===== src/rtl/ga_pkg.sv =====
// rtl/ga_pkg.sv - shared GA datapath types, rate constants and crossover mask helper
package ga_pkg;

  typedef logic signed [7:0] chrom_t;

  typedef enum logic [1:0] {
    OCC_EMPTY = 2'd0,
    OCC_ONE   = 2'd1,
    OCC_FULL  = 2'd2
  } occ_t;

  // 9 bits so a rate of 256 can mean "always"
  localparam logic [8:0]  CROSS_RATE_DEF = 9'd204;
  localparam logic [8:0]  MUT_RATE_DEF   = 9'd13;

  // Galois taps for x^32 + x^22 + x^2 + x + 1
  localparam logic [31:0] LFSR_TAPS = 32'h8020_0003;

  function automatic logic [7:0] xover_mask(input logic [2:0] k);
    return (8'd1 << k) - 8'd1;
  endfunction

endpackage


===== src/rtl/lfsr_rng.sv =====
// rtl/lfsr_rng.sv - free-running 32-bit Galois LFSR, reloaded with seed on reset
module lfsr_rng
  import ga_pkg::*;
(
  input  logic        clk,
  input  logic        reset,
  input  logic [31:0] seed,
  output logic [31:0] rnd
);

  always_ff @(posedge clk) begin
    if (reset) begin
      rnd <= seed;
    end else begin
      rnd <= (rnd >> 1) ^ (rnd[0] ? LFSR_TAPS : 32'h0);
    end
  end

endmodule


===== src/rtl/crossover.sv =====
// rtl/crossover.sv - single-point crossover stage with 2-entry child-pair output buffer
module crossover
  import ga_pkg::*;
#(
  parameter logic [31:0] SEED       = 32'h5EED_C0DE,
  parameter logic [8:0]  CROSS_RATE = CROSS_RATE_DEF
) (
  input  logic        clk,
  input  logic        reset,
  input  logic        in_valid,
  output logic        in_ready,
  input  chrom_t      parent1,
  input  chrom_t      parent2,
  input  logic        force_en,
  input  logic [2:0]  force_cut,
  output logic        out_valid,
  input  logic        out_ready,
  output chrom_t      child1,
  output chrom_t      child2,
  output logic [15:0] xover_count
);

  function automatic logic [15:0] cross_pair(input chrom_t a, input chrom_t b,
                                             input logic [7:0] m);
    logic [7:0] ca;
    logic [7:0] cb;
    ca = (a & ~m) | (b & m);
    cb = (b & ~m) | (a & m);
    return {ca, cb};
  endfunction

  logic [31:0] rnd;
  logic        unused_rnd;
  logic        hit;
  logic [2:0]  cut;
  logic [2:0]  k;
  logic [15:0] pair;
  logic        accept;
  logic        pop;
  occ_t        occ;
  logic        head;
  logic        tail;
  logic [15:0] mem [2];

  lfsr_rng u_rng (
    .clk   (clk),
    .reset (reset),
    .seed  (SEED),
    .rnd   (rnd)
  );

  assign unused_rnd = ^rnd[31:11];

  always_comb begin
    hit  = force_en | ({1'b0, rnd[7:0]} < CROSS_RATE);
    cut  = force_en ? force_cut : rnd[10:8];
    k    = hit ? cut : 3'd0;
    pair = cross_pair(parent1, parent2, xover_mask(k));
  end

  // Ready comes only from registered occupancy (plus reset), never from out_ready
  assign in_ready  = !reset && (occ != OCC_FULL);
  assign out_valid = (occ != OCC_EMPTY);
  assign accept    = in_valid && in_ready;
  assign pop       = out_valid && out_ready;
  assign child1    = mem[head][15:8];
  assign child2    = mem[head][7:0];

  always_ff @(posedge clk) begin
    if (reset) begin
      occ         <= OCC_EMPTY;
      head        <= 1'b0;
      tail        <= 1'b0;
      mem[0]      <= 16'h0;
      mem[1]      <= 16'h0;
      xover_count <= 16'h0;
    end else begin
      if (accept) begin
        mem[tail] <= pair;
        tail      <= ~tail;
        if (k != 3'd0 && xover_count != 16'hFFFF) begin
          xover_count <= xover_count + 16'd1;
        end
      end
      if (pop) begin
        head <= ~head;
      end
      case (occ)
        OCC_EMPTY: if (accept) occ <= OCC_ONE;
        OCC_ONE: begin
          if (accept && !pop)      occ <= OCC_FULL;
          else if (pop && !accept) occ <= OCC_EMPTY;
        end
        OCC_FULL:  if (pop) occ <= OCC_ONE;
        default:   occ <= OCC_EMPTY;
      endcase
    end
  end

endmodule


===== config.mk =====
export PLATFORM = sky130hd
export DESIGN_NAME = crossover
export DESIGN_NICKNAME = d
export VERILOG_FILES = /design/src/rtl/ga_pkg.sv /design/src/rtl/lfsr_rng.sv /design/src/rtl/crossover.sv
export SDC_FILE = /design/constraint.sdc
export NUM_CORES = 1
export LEC_CHECK = 0
export BUFFER_PORTS_ARGS = -buffer_cell sky130_fd_sc_hd__buf_2
export CAP_MARGIN = 5
export CORE_MARGIN = 2
export CORE_UTILIZATION = 56
export CTS_CLUSTER_DIAMETER = 80
export CTS_CLUSTER_SIZE = 24
export DETAILED_ROUTE_END_ITERATION = 16
export GPL_ROUTABILITY_DRIVEN = 0
export PLACE_DENSITY = 0.8
export SYNTH_ARGS = -nofsm -noshare
export SYNTH_HDL_FRONTEND = slang
export SYNTH_SLANG_ARGS = --single-unit

===== constraint.sdc =====
create_clock -name clk -period 3.5 [get_ports clk]
set_clock_uncertainty 0.2 [all_clocks]
set_input_delay 0.35 -clock clk [delete_from_list [all_inputs] [get_ports clk]]
set_output_delay 0.35 -clock clk [all_outputs]
set_load 0.005 [all_outputs]

==> impl_metrics.sql, run 1 <==
INSERT INTO impl_metrics (metric_group, metric, value, unit) VALUES
('floorplanning', 'start_util', '0.576', ''),
('cts', 'cts_inserted_buffers', '9', ''),
('grt', 'antenna_found_initial', '0', ''),
('timing', 'setup-violations-final', '0', ''),
('yosys', 'synth.area.top_cells', 'dfxtp_1, edfxtp_1, mux2i_1', ''),
('setup_path', 'crit_type', 'reg -> reg', ''),
('final_layout', 'fin_cells', '470', ''),
('timing', 'period_minus_slack', '2.98', 'ns'),
('cts', 'postCtsSetupBuffers', '0', ''),
('final_layout', 'final_nets', '414', ''),
('cts', 'clock_latency', '0.34', 'ns'),
('floorplanning', 'rows', '29', ''),
('grt', 'top_usage_layer', 'met2', ''),
('placement', 'post_dp_cell_area', '3970', 'sq um'),
('setup_path', 'critPathMostFrequentCell', 'mux2i_1', ''),
('yosys', 'netlist_area', '3640', 'sq um'),
('min_path', 'timing.hold.worst.class', 'in -> reg', ''),
('final_layout', 'antennaDiodeCount', '0', ''),
('routing', 'detailedRoute.firstPassIterationCount', '4', ''),
('yosys', 'synth_top_area_frac', '0.292', ''),
('routing', 'remaining_drc_errors', '0', ''),
('yosys', 'synthesis.area_per_instance', '10.9', 'sq um'),
('setup_path', 'worst_ep_required_time', '3.40', 'ns'),
('placement', 'io_buffer_count', '57', ''),
('cts', 'cts_htree_levels', '3', ''),
('placement', 'hpwlAfterDp', '4850', 'microns'),
('grt', 'global_route_wire_length_before_repair', '11700', 'microns'),
('yosys', 'synth-seq-area-share', '0.556', ''),
('timing', 'max-slew-margin-rel', '0.497', ''),
('grt', 'globalRouteMet3Util', '0.0442', ''),
('yosys', 'synth.yosys.warnings', '0', ''),
('grt', 'globalRouteOverflowTotal', '0', ''),
('final_layout', 'synthToLayoutAreaGrowth', '14.0', '%'),
('grt', 'met1_usage', '0.290', ''),
('yosys', 'synth_edf_count', '32', ''),
('setup_path', 'crit_fanout', '7', ''),
('cts', 'cts_buffer_depth', '2', ''),
('routing', 'first_iter_violations', '122', ''),
('routing', 'via_count', '2632', ''),
('yosys', 'post_synth_inst_count', '334', ''),
('setup_path', 'setup.worst_path.start_class', 'flop', ''),
('timing', 'slew_viol_final', '0', ''),
('grt', 'gr_layer_usage_met2', '0.326', ''),
('timing', 'rsz0062_at_grt', 'no', ''),
('yosys', 'netlist.top_cell.by_area', 'dfxtp_1', ''),
('setup_path', 'endpoint', 'mem[0][12]$_SDFFCE_PN0P_', ''),
('timing', 'ratio_of_final_minimum_period_to_clock_period', '0.851', ''),
('final_layout', 'final_common_cell', 'buf_2', ''),
('timing', 'fin_tns_setup', '0', 'ns'),
('grt', 'grt.total_usage', '0.207', ''),
('floorplanning', 'die_w', '84.6', 'microns'),
('placement', 'placed_instances', '454', ''),
('final_layout', 'layout_common_cells', 'buf_2, dfxtp_1, edfxtp_1', ''),
('power', 'power_leakage', '1.74', 'nW'),
('cts', 'ctsResizeCount', '0', ''),
('yosys', 'yosys_most_used_dff', 'dfxtp_1', ''),
('timing', 'maxClockFrequency', '0.336', 'GHz'),
('routing', 'via_per_inst', '5.60', ''),
('setup_path', 'crit_reg_reg_endpoint', 'mem[0][12]$_SDFFCE_PN0P_', ''),
('yosys', 'synth_cell_types', '43', ''),
('setup_path', 'timing.reg2reg.setup_slack', '0.52', 'ns'),
('setup_path', 'crit_path_start', 'u_rng.rnd[10]$_SDFF_PP0_', ''),
('setup_path', 'critical_path_arrival', '2.88', 'ns'),
('flow_run', 'cap_violations', '0', ''),
('status', 'run_status', 'completed', ''),
('floorplanning', 'fp.coreArea', '6310', 'sq um'),
('timing', 'final_hold_viol_count', '0', ''),
('setup_path', 'ff2ff_path_depth', '7', ''),
('grt', 'grt_pass1_vias', '2482', ''),
('yosys', 'postSynth.asyncResetShare', '0', ''),
('setup_path', 'path_cells', 'mux2i_1 > and2_1 > or3b_2 > ha_1 > or4_1 > and3_1 > mux2i_1', '');
## layout make-up
class                      count  area (sq um)
fill                         523          2160
clock buffer                  10           131
sequential                    85          2020
multi-input combinational    228          1520
clock inverter                 6          46.3
inverter                       2          7.51
timing repair buffer          62           323
tap                           77          96.3
## metal layers
layer | vias to the layer above | share of wire | routed length [microns]
met1 | 1253 | 0.47 | 3220
met2 | 63 | 0.48 | 3340
met4 | 0 | 0.0049 | 34
met5 | - | 0 | 0
met3 | 4 | 0.046 | 315
li1 | 1312 | - | -
## metrics by stage
step | worst slack [ns] | total power [mW] | hold WS [ns] | utilization
final | 0.521 | 1.94 | 0.0316 | 0.657
after global routing | 0.343 | 2.04 | 0.0402 | 0.657
after CTS | 0.539 | 1.96 | 0.0174 | 0.657
after detailed placement | 0.254 | 1.34 | 0.199 | 0.629
after global placement | 0.327 | 1.34 | 0.193 | 0.629
after floorplan | 0.489 | 1.27 | 0.189 | -
## kinds of logic (layout without fill, tap and decap cells)
group | count (synthesis) | in the layout | synth area share
and+or+nand+nor | 141 | 141 | 0.207
DFF | 85 | 85 | 0.556
muxes | 43 | 43 | 0.125
AOI/OAI and AO/OA | 37 | 37 | 0.0674
buffers and inverters | 21 | 80 | 0.0261
xor gates and xnor gates | 5 | 5 | 0.0120
adders and majority gates | 2 | 2 | 0.00687
## worst min-delay path by stage
stage / startpoint / to / cells after the start
after detailed placement: u_rng.rnd[27]$_SDFF_PP1_ / u_rng.rnd[26]$_SDFF_PP1_ / 1
after CTS: out_ready / occ[1]$_SDFFE_PP0P_ / 2
after global routing: out_ready / occ[1]$_SDFFE_PP0P_ / 2
after floorplan: u_rng.rnd[15]$_SDFF_PP1_ / u_rng.rnd[14]$_SDFF_PP1_ / 1
after global placement: u_rng.rnd[15]$_SDFF_PP1_ / u_rng.rnd[14]$_SDFF_PP1_ / 1
final: out_ready / occ[1]$_SDFFE_PP0P_ / 2
## report_power, final
group	internal (mW)	switching (mW)	leakage [nW]
clock	0.272	0.350	0.0911
sequential	1.08	0.0266	0.770
combinational	0.105	0.106	0.880
## critical path: cells and delay by family, from the launching register on
family | cells | cell delay, ns
adders and majority gates | 1 | 0.29
DFF | 1 | 0.33
muxes | 2 | 0.48
and+or+nand+nor | 4 | 1.43
## synthesized netlist by cell type, drive strengths merged (8+ instances only)
cell and instances:
edfxtp 32, a21oi 13, mux2i 24, and3 12, mux2 19, nor2 30
clkbuf 11, nor2b 14, nand2 23, dfxtp 53, nand3 11, or2 20
buf 8, or4 9
## flip-flops by register name, indices dropped and copies added, names as in the netlist, named ones only
register,flops
mem,32
tail,1
head,1
u_rng.rnd,32
occ,2
xover_count,16
Power figures use the tool's default switching activity.
==> inputs of run 2 (changes only) <==
--- a/config.mk
+++ b/config.mk
@@ -8,12 +8,13 @@
 export BUFFER_PORTS_ARGS = -buffer_cell sky130_fd_sc_hd__buf_2
 export CAP_MARGIN = 5
 export CORE_MARGIN = 2
-export CORE_UTILIZATION = 56
+export CORE_UTILIZATION = 57
 export CTS_CLUSTER_DIAMETER = 80
 export CTS_CLUSTER_SIZE = 24
 export DETAILED_ROUTE_END_ITERATION = 16
 export GPL_ROUTABILITY_DRIVEN = 0
-export PLACE_DENSITY = 0.8
+export PLACE_DENSITY = 0.81
 export SYNTH_ARGS = -nofsm -noshare
 export SYNTH_HDL_FRONTEND = slang
+export SYNTH_HIERARCHICAL = 1
 export SYNTH_SLANG_ARGS = --single-unit
==> run 2 against run 1 <==
Critical path depth grew 2. Sequential cell count is the same. Wire length grew 8.8%. Combinational power grew 52%. Final cell count grew 12%. Fmax grew 7.7%. Power grew 17%. Clock power grew 31%. Count of clock-buffer cells in the layout shrank 1. First-iteration DRC count shrank 20%. Synthesized area grew 11%. Critical endpoint is now mem[0][6]$_SDFFCE_PN0P_.
==> impl_metrics.sql, run 2 <==
INSERT INTO impl_metrics (metric_group, metric, value, unit) VALUES
('setup_path', 'setup.worst_path.start_class', 'flop', ''),
('floorplanning', 'die_boundary_height', '88.1', 'microns'),
('setup_path', 'crit_fanout', '9', ''),
('setup_path', 'crit_type', 'reg -> reg', ''),
('cts', 'cts_buffer_depth', '2', ''),
('flow_run', 'cap_violations', '0', ''),
('final_layout', 'drive_above_1_share', '0.325', ''),
('routing', 'drt.antenna.violating_nets', '0', ''),
('cts', 'clock_latency', '0.35', 'ns'),
('routing', 'remaining_drc_errors', '0', ''),
('timing', 'fin_tns_setup', '0', 'ns'),
('floorplanning', 'floorplan.die_area', '7760', 'sq um'),
('floorplanning', 'boundaryPins', '58', ''),
('grt', 'grt_pass1_vias', '2740', ''),
('yosys', 'netlist_area', '4030', 'sq um'),
('yosys', 'synth_top_area_frac', '0.263', ''),
('floorplanning', 'start_util', '0.590', ''),
('grt', 'globalRouteOverflowTotal', '0', ''),
('yosys', 'netlist.top_cell.by_area', 'dfxtp_1', ''),
('final_layout', 'synthToLayoutAreaGrowth', '16.2', '%'),
('grt', 'antenna_found_initial', '0', ''),
('min_path', 'timing.hold.worst.class', 'in -> reg', ''),
('final_layout', 'layout_common_cells', 'buf_2, dfxtp_1, edfxtp_1, conb_1', ''),
('final_layout', 'final_common_cell', 'buf_2', ''),
('timing', 'final.setup.worst_slack', '0.734', 'ns'),
('timing', 'setup-violations-final', '0', ''),
('routing', 'drt_wl_total', '7510', 'microns'),
('timing', 'slew_viol_final', '0', ''),
('setup_path', 'critical_path_arrival', '2.65', 'ns'),
('final_layout', 'antennaDiodeCount', '0', ''),
('placement', 'hpwlAfterDp', '5320', 'microns'),
('yosys', 'yosys_register_bits', '85', ''),
('timing', 'final_hold_viol_count', '0', ''),
('timing', 'rsz0062_at_grt', 'no', ''),
('cts', 'clock_sink_count', '85', ''),
('setup_path', 'worst_ep_required_time', '3.39', 'ns'),
('power', 'power.density', '486', 'nW/um^2'),
('placement', 'io_buffer_count', '57', ''),
('cts', 'postCtsSetupBuffers', '0', ''),
('cts', 'tritoncts', 'built', ''),
('yosys', 'postSynth.asyncResetShare', '0', ''),
('grt', 'grt_max_degree', '24', ''),
('cts', 'cts_inserted_buffers', '9', ''),
('timing', 'ratio_of_final_minimum_period_to_clock_period', '0.790', ''),
('routing', 'via_per_inst', '5.27', ''),
('yosys', 'synth_edf_count', '32', ''),
('cts', 'ctsHoldBuffers', '0', ''),
('cts', 'cts_root_buffer', 'clkbuf_8', ''),
('final_layout', 'final_nets', '452', ''),
('final_layout', 'largest_registers_in_the_final_layout', 'mem x32, u_rng/rnd x32, xover_count x16', ''),
('routing', 'detailedRoute.firstPassIterationCount', '5', ''),
('final_layout', 'fillCellCount', '537', ''),
('timing', 'tightestPinTransition', '0.739', 'ns'),
('power', 'power_leakage', '2.00', 'nW'),
('power', 'max-vdd-ir-drop', '0.365', 'mV'),
('cts', 'clk_transition_reported_paths', '0.08', 'ns'),
('grt', 'global_route_wire_length_before_repair', '12400', 'microns'),
('cts', 'cts_htree_levels', '3', ''),
('yosys', 'synth-seq-area-share', '0.501', ''),
('routing', 'first_iter_violations', '98', ''),
('yosys', 'synth.yosys.warnings', '6', ''),
('status', 'run_status', 'completed', ''),
('yosys', 'post_synth_inst_count', '340', ''),
('timing', 'max-slew-margin-rel', '0.507', ''),
('floorplanning', 'die_w', '88.1', 'microns'),
('yosys', 'yosys_most_used_dff', 'dfxtp_1', ''),
('floorplanning', 'fp.coreArea', '6830', 'sq um'),
('power', 'report.power.total', '2.28', 'mW'),
('routing', 'post_drt_wl_per_cell', '14.2', 'microns'),
('floorplanning', 'rows', '30', ''),
('yosys', 'synth.top_cells.by_count', 'dfxtp_1, edfxtp_1, nand2_1, nor2_1, mux2i_1', ''),
('grt', 'grt.total_usage', '0.210', ''),
('routing', 'via_count', '2777', ''),
('yosys', 'synth.area.top_cells', 'dfxtp_1, edfxtp_1, mux2_4', ''),
('yosys', 'synthMostInstantiatedCell', 'dfxtp_1', ''),
('timing', 'maxClockFrequency', '0.362', 'GHz'),
('setup_path', 'critPathCaptureType', 'flop', ''),
('cts', 'ctsResizeCount', '0', ''),
('yosys', 'synthesis.area_per_instance', '11.9', 'sq um'),
('yosys', 'synth_cell_types', '49', ''),
('placement', 'placement.setup.worst_slack', '0.589', 'ns'),
('final_layout', 'final_core_util', '0.686', ''),
('timing', 'period_minus_slack', '2.77', 'ns');
==> run 2: worst max-delay path: stages, from the launching register on <==
cell and delay (ns):
dfxtp_1 0.36, a211oi_2 0.08, or3_1 0.50, nand2_1 0.19, inv_1 0.06, ha_1 0.28, nor2_1 0.16, a21oi_1 0.10
o31ai_1 0.41, mux2i_1 0.15
==> run 2: power breakdown <==
part / switching, mW / total [mW] / internal (mW)
clock network: 0.345 / 0.815 / 0.470
registers: 0.0370 / 1.14 / 1.10
logic: 0.154 / 0.322 / 0.168
==> run 2: cell families (layout without fill, tap and decap cells) <==
group / Yosys count / count (layout) / share of synthesized area
simple gates: 110 / 110 / 0.151
flops: 85 / 85 / 0.501
mux: 75 / 75 / 0.225
compound gates: 39 / 39 / 0.0652
buf+inv: 20 / 81 / 0.0344
xor+xnor: 7 / 7 / 0.0152
fa+ha+maj: 2 / 2 / 0.00620
other cells: 2 / 32 / 0.00186
==> run 2: per-layer routing <==
metal | GRT usage | wire length (microns) | share of wire | vias up
met5 | 0 | 0 | 0 | -
met4 | 0.0758 | 132 | 0.018 | 0
met3 | 0.0679 | 471 | 0.063 | 12
met2 | 0.355 | 3650 | 0.49 | 76
met1 | 0.251 | 3250 | 0.43 | 1314
li1 | - | - | - | 1375
==> run 2: stage by stage <==
stage	instances	hold slack (ns)	area, sq um
2_1_floorplan	370	0.223	4150
3_3_place_gp	511	0.239	4450
3_5_place_dp	511	0.244	4450
4_1_cts	527	0.00519	4690
5_1_grt	527	0.0185	4690
6_report	527	0.0161	4690
==> run 2: layout make-up <==
class | instances | area (sq um) | area share
Multi-Input combinational cell | 265 | 1980 | 0.423
Clock inverter | 7 | 114 | 0.0243
Timing Repair Buffer | 59 | 300 | 0.0641
Tap cell | 96 | 120 | 0.0256
Sequential cell | 85 | 2020 | 0.431
Clock buffer | 9 | 124 | 0.0264
Inverter | 6 | 22.5 | 0.00481
==> run 2: final timing paths <==
check / cells past startpoint / end / slack, ns / startpoint
setup / recovery: 9 / mem[0][6]$_SDFFCE_PN0P_ / 0.73 / u_rng/rnd[2]$_DFF_P_
hold / removal: 2 / occ[1]$_SDFFE_PP0P_ / 0.02 / out_ready
setup reg to reg: 9 / mem[0][6]$_SDFFCE_PN0P_ / 0.73 / u_rng/rnd[2]$_DFF_P_
hold reg to reg: 1 / u_rng/rnd[10]$_DFF_P_ / 0.26 / u_rng/rnd[11]$_DFF_P_
==> inputs of run 3 (changes only) <==
--- a/config.mk
+++ b/config.mk
@@ -8,12 +8,12 @@
 export BUFFER_PORTS_ARGS = -buffer_cell sky130_fd_sc_hd__buf_2
 export CAP_MARGIN = 5
 export CORE_MARGIN = 2
-export CORE_UTILIZATION = 57
+export CORE_UTILIZATION = 51
 export CTS_CLUSTER_DIAMETER = 80
 export CTS_CLUSTER_SIZE = 24
 export DETAILED_ROUTE_END_ITERATION = 16
 export GPL_ROUTABILITY_DRIVEN = 0
-export PLACE_DENSITY = 0.81
+export PLACE_DENSITY = 0.76
 export SYNTH_ARGS = -nofsm -noshare
 export SYNTH_HDL_FRONTEND = slang
 export SYNTH_HIERARCHICAL = 1
==> constraint.sdc (replaced) <==
create_clock -name clk -period 2.3 [get_ports clk]
set_clock_uncertainty 0.2 [all_clocks]
set_input_delay 0.23 -clock clk [delete_from_list [all_inputs] [get_ports clk]]
set_output_delay 0.23 -clock clk [all_outputs]
set_load 0.005 [all_outputs]
==> run 3 against run 2 <==
Sequential share of layout area down 1.6 points. Highest routed layer unchanged. Final cell count up 4.6%. Critical path type unchanged. Count of clock-buffer cells in the layout unchanged. Sequential cell count unchanged. Sequential power up 53%. Largest power group unchanged. Global-route usage down 2.4 points. Core utilization down 5.0 points. Die area up 11%. Combinational power up 76%. Non-clock buffer count up 18.
==> impl_metrics.sql, run 3 (synthesis results as in run 2) <==
INSERT INTO impl_metrics (metric_group, metric, value, unit) VALUES
('placement', 'io_buffer_count', '57', ''),
('final_layout', 'largest_registers_in_the_final_layout', 'mem x32, u_rng/rnd x32, xover_count x16', ''),
('timing', 'max-slew-margin-rel', '0.552', ''),
('placement', 'placed_instances', '528', ''),
('routing', 'remaining_drc_errors', '0', ''),
('cts', 'tritoncts', 'built', ''),
('setup_path', 'critPathCaptureType', 'flop', ''),
('routing', 'detailedRoute.firstPassIterationCount', '6', ''),
('timing', 'tightestPinTransition', '0.673', 'ns'),
('timing', 'fin_tns_setup', '0', 'ns'),
('final_layout', 'antennaDiodeCount', '0', ''),
('final_layout', 'final_nets', '470', ''),
('timing', 'ratio_of_final_minimum_period_to_clock_period', '0.956', ''),
('grt', 'grt.total_usage', '0.185', ''),
('min_path', 'timing.hold.worst.class', 'in -> reg', ''),
('cts', 'cts_htree_levels', '3', ''),
('grt', 'grt_max_degree', '52', ''),
('timing', 'period_minus_slack', '2.20', 'ns'),
('routing', 'via_per_inst', '5.07', ''),
('grt', 'global_route_wire_length_before_repair', '12500', 'microns'),
('cts', 'clock_sink_count', '85', ''),
('status', 'run_status', 'completed', ''),
('placement', 'placement.setup.worst_slack', '-0.0686', 'ns'),
('cts', 'clk_transition_reported_paths', '0.09', 'ns'),
('flow_run', 'cap_violations', '0', ''),
('floorplanning', 'start_util', '0.525', ''),
('cts', 'clock_latency', '0.34', 'ns'),
('grt', 'grt_pass1_vias', '2689', ''),
('setup_path', 'crit_fanout', '5', ''),
('timing', 'maxClockFrequency', '0.455', 'GHz'),
('floorplanning', 'die_boundary_height', '92.9', 'microns'),
('grt', 'antenna_found_initial', '0', ''),
('routing', 'first_iter_violations', '76', ''),
('power', 'power.density', '685', 'nW/um^2'),
('timing', 'hold_slack', '0.0372', 'ns'),
('setup_path', 'worst_ep_required_time', '2.30', 'ns'),
('timing', 'final.setup.worst_slack', '0.101', 'ns'),
('grt', 'globalRouteOverflowTotal', '0', ''),
('setup_path', 'setup.worst_path.start_class', 'flop', ''),
('routing', 'drt.antenna.violating_nets', '0', ''),
('final_layout', 'final_common_cell', 'buf_2', ''),
('floorplanning', 'die_w', '92.9', 'microns'),
('power', 'max-vdd-ir-drop', '0.337', 'mV'),
('floorplanning', 'rows', '32', ''),
('setup_path', 'crit_type', 'reg -> reg', ''),
('cts', 'cts_root_buffer', 'clkbuf_8', ''),
('floorplanning', 'boundaryPins', '58', ''),
('routing', 'via_count', '2792', ''),
('cts', 'cts_buffer_depth', '2', ''),
('timing', 'slew_viol_final', '0', ''),
('final_layout', 'synthToLayoutAreaGrowth', '21.3', '%'),
('timing', 'final_hold_viol_count', '0', ''),
('placement', 'hpwlAfterDp', '5340', 'microns'),
('routing', 'drt_wl_total', '7730', 'microns'),
('floorplanning', 'fp.coreArea', '7690', 'sq um'),
('floorplanning', 'floorplan.die_area', '8630', 'sq um'),
('power', 'power_leakage', '2.08', 'nW'),
('routing', 'post_drt_wl_per_cell', '14.0', 'microns'),
('final_layout', 'layout_common_cells', 'buf_2, dfxtp_1, edfxtp_1, conb_1, nor2_1', ''),
('cts', 'cts_inserted_buffers', '9', ''),
('setup_path', 'critical_path_arrival', '2.20', 'ns'),
('final_layout', 'final_core_util', '0.636', ''),
('timing', 'setup-violations-final', '0', ''),
('final_layout', 'fin_cells', '551', ''),
('final_layout', 'drive_above_1_share', '0.385', '');
==> run 3: changes by cell type in the layout (fill, tap and decap cells not counted), sizes merged <==
cell,before,now
buf,59,72
dlygate4sd3,0,5
bufinv,3,1
clkinv,3,4
clkinvlp,1,2
==> run 3: repair_timing <==
action                                 in CTS  in global routing
resized for setup                           1                 12
buffers inserted                            0                  2
setup endpoints to repair                   1                 12
hold buffers                                5                  0
endpoints found under the hold margin       5                  0
pin swaps                                   0                  2
==> run 3: critical path, stage by stage, from the launching register on <==
cell,delay [ns]
dfxtp_2,0.37
a211oi_4,0.07
or3_4,0.37
nand2_4,0.09
inv_2,0.05
ha_4,0.17
o21ai_1,0.23
o311a_1,0.30
mux2i_1,0.21
==> run 3: final timing paths <==
kind,start,endpoint,slack (ns),cells past startpoint
worst max register to register,u_rng/rnd[2]$_DFF_P_,mem[1][12]$_SDFFCE_PN0P_,0.10,8
worst max-delay path,u_rng/rnd[2]$_DFF_P_,mem[1][12]$_SDFFCE_PN0P_,0.10,8
worst min-delay path,parent1[0],mem[0][0]$_SDFFCE_PN0P_,0.04,3
worst min register to register,u_rng/rnd[14]$_DFF_P_,u_rng/rnd[13]$_DFF_P_,0.26,1
==> run 3: area by class of cell <==
| class | count | area, sq um |
|---|---|---|
| Timing Repair Buffer | 77 | 452 |
| Multi-Input combinational cell | 265 | 2060 |
| Inverter | 6 | 22.5 |
| Tap cell | 102 | 128 |
| Clock inverter | 7 | 76.3 |
| Sequential cell | 85 | 2030 |
| Fill cell | 651 | 2800 |
| Clock buffer | 9 | 124 |
==> run 3: power breakdown <==
group	internal (mW)	switching [mW]
Sequential	1.68	0.0549
Combinational	0.303	0.263
Clock	0.505	0.544
==> run 3: metrics by stage <==
step	cell area [sq um]	power (mW)
6_report	4890	3.35
5_1_grt	4890	3.50
4_1_cts	4830	3.36
3_5_place_dp	4570	2.30
3_3_place_gp	4570	2.28
2_1_floorplan	4200	2.16
==> run 3: per-layer routing <==
metal / routed length [microns] / global-route usage
met1: 3480 / 0.235
met2: 3820 / 0.315
met3: 307 / 0.0309
met4: 114 / 0.0748
met5: 0 / 0
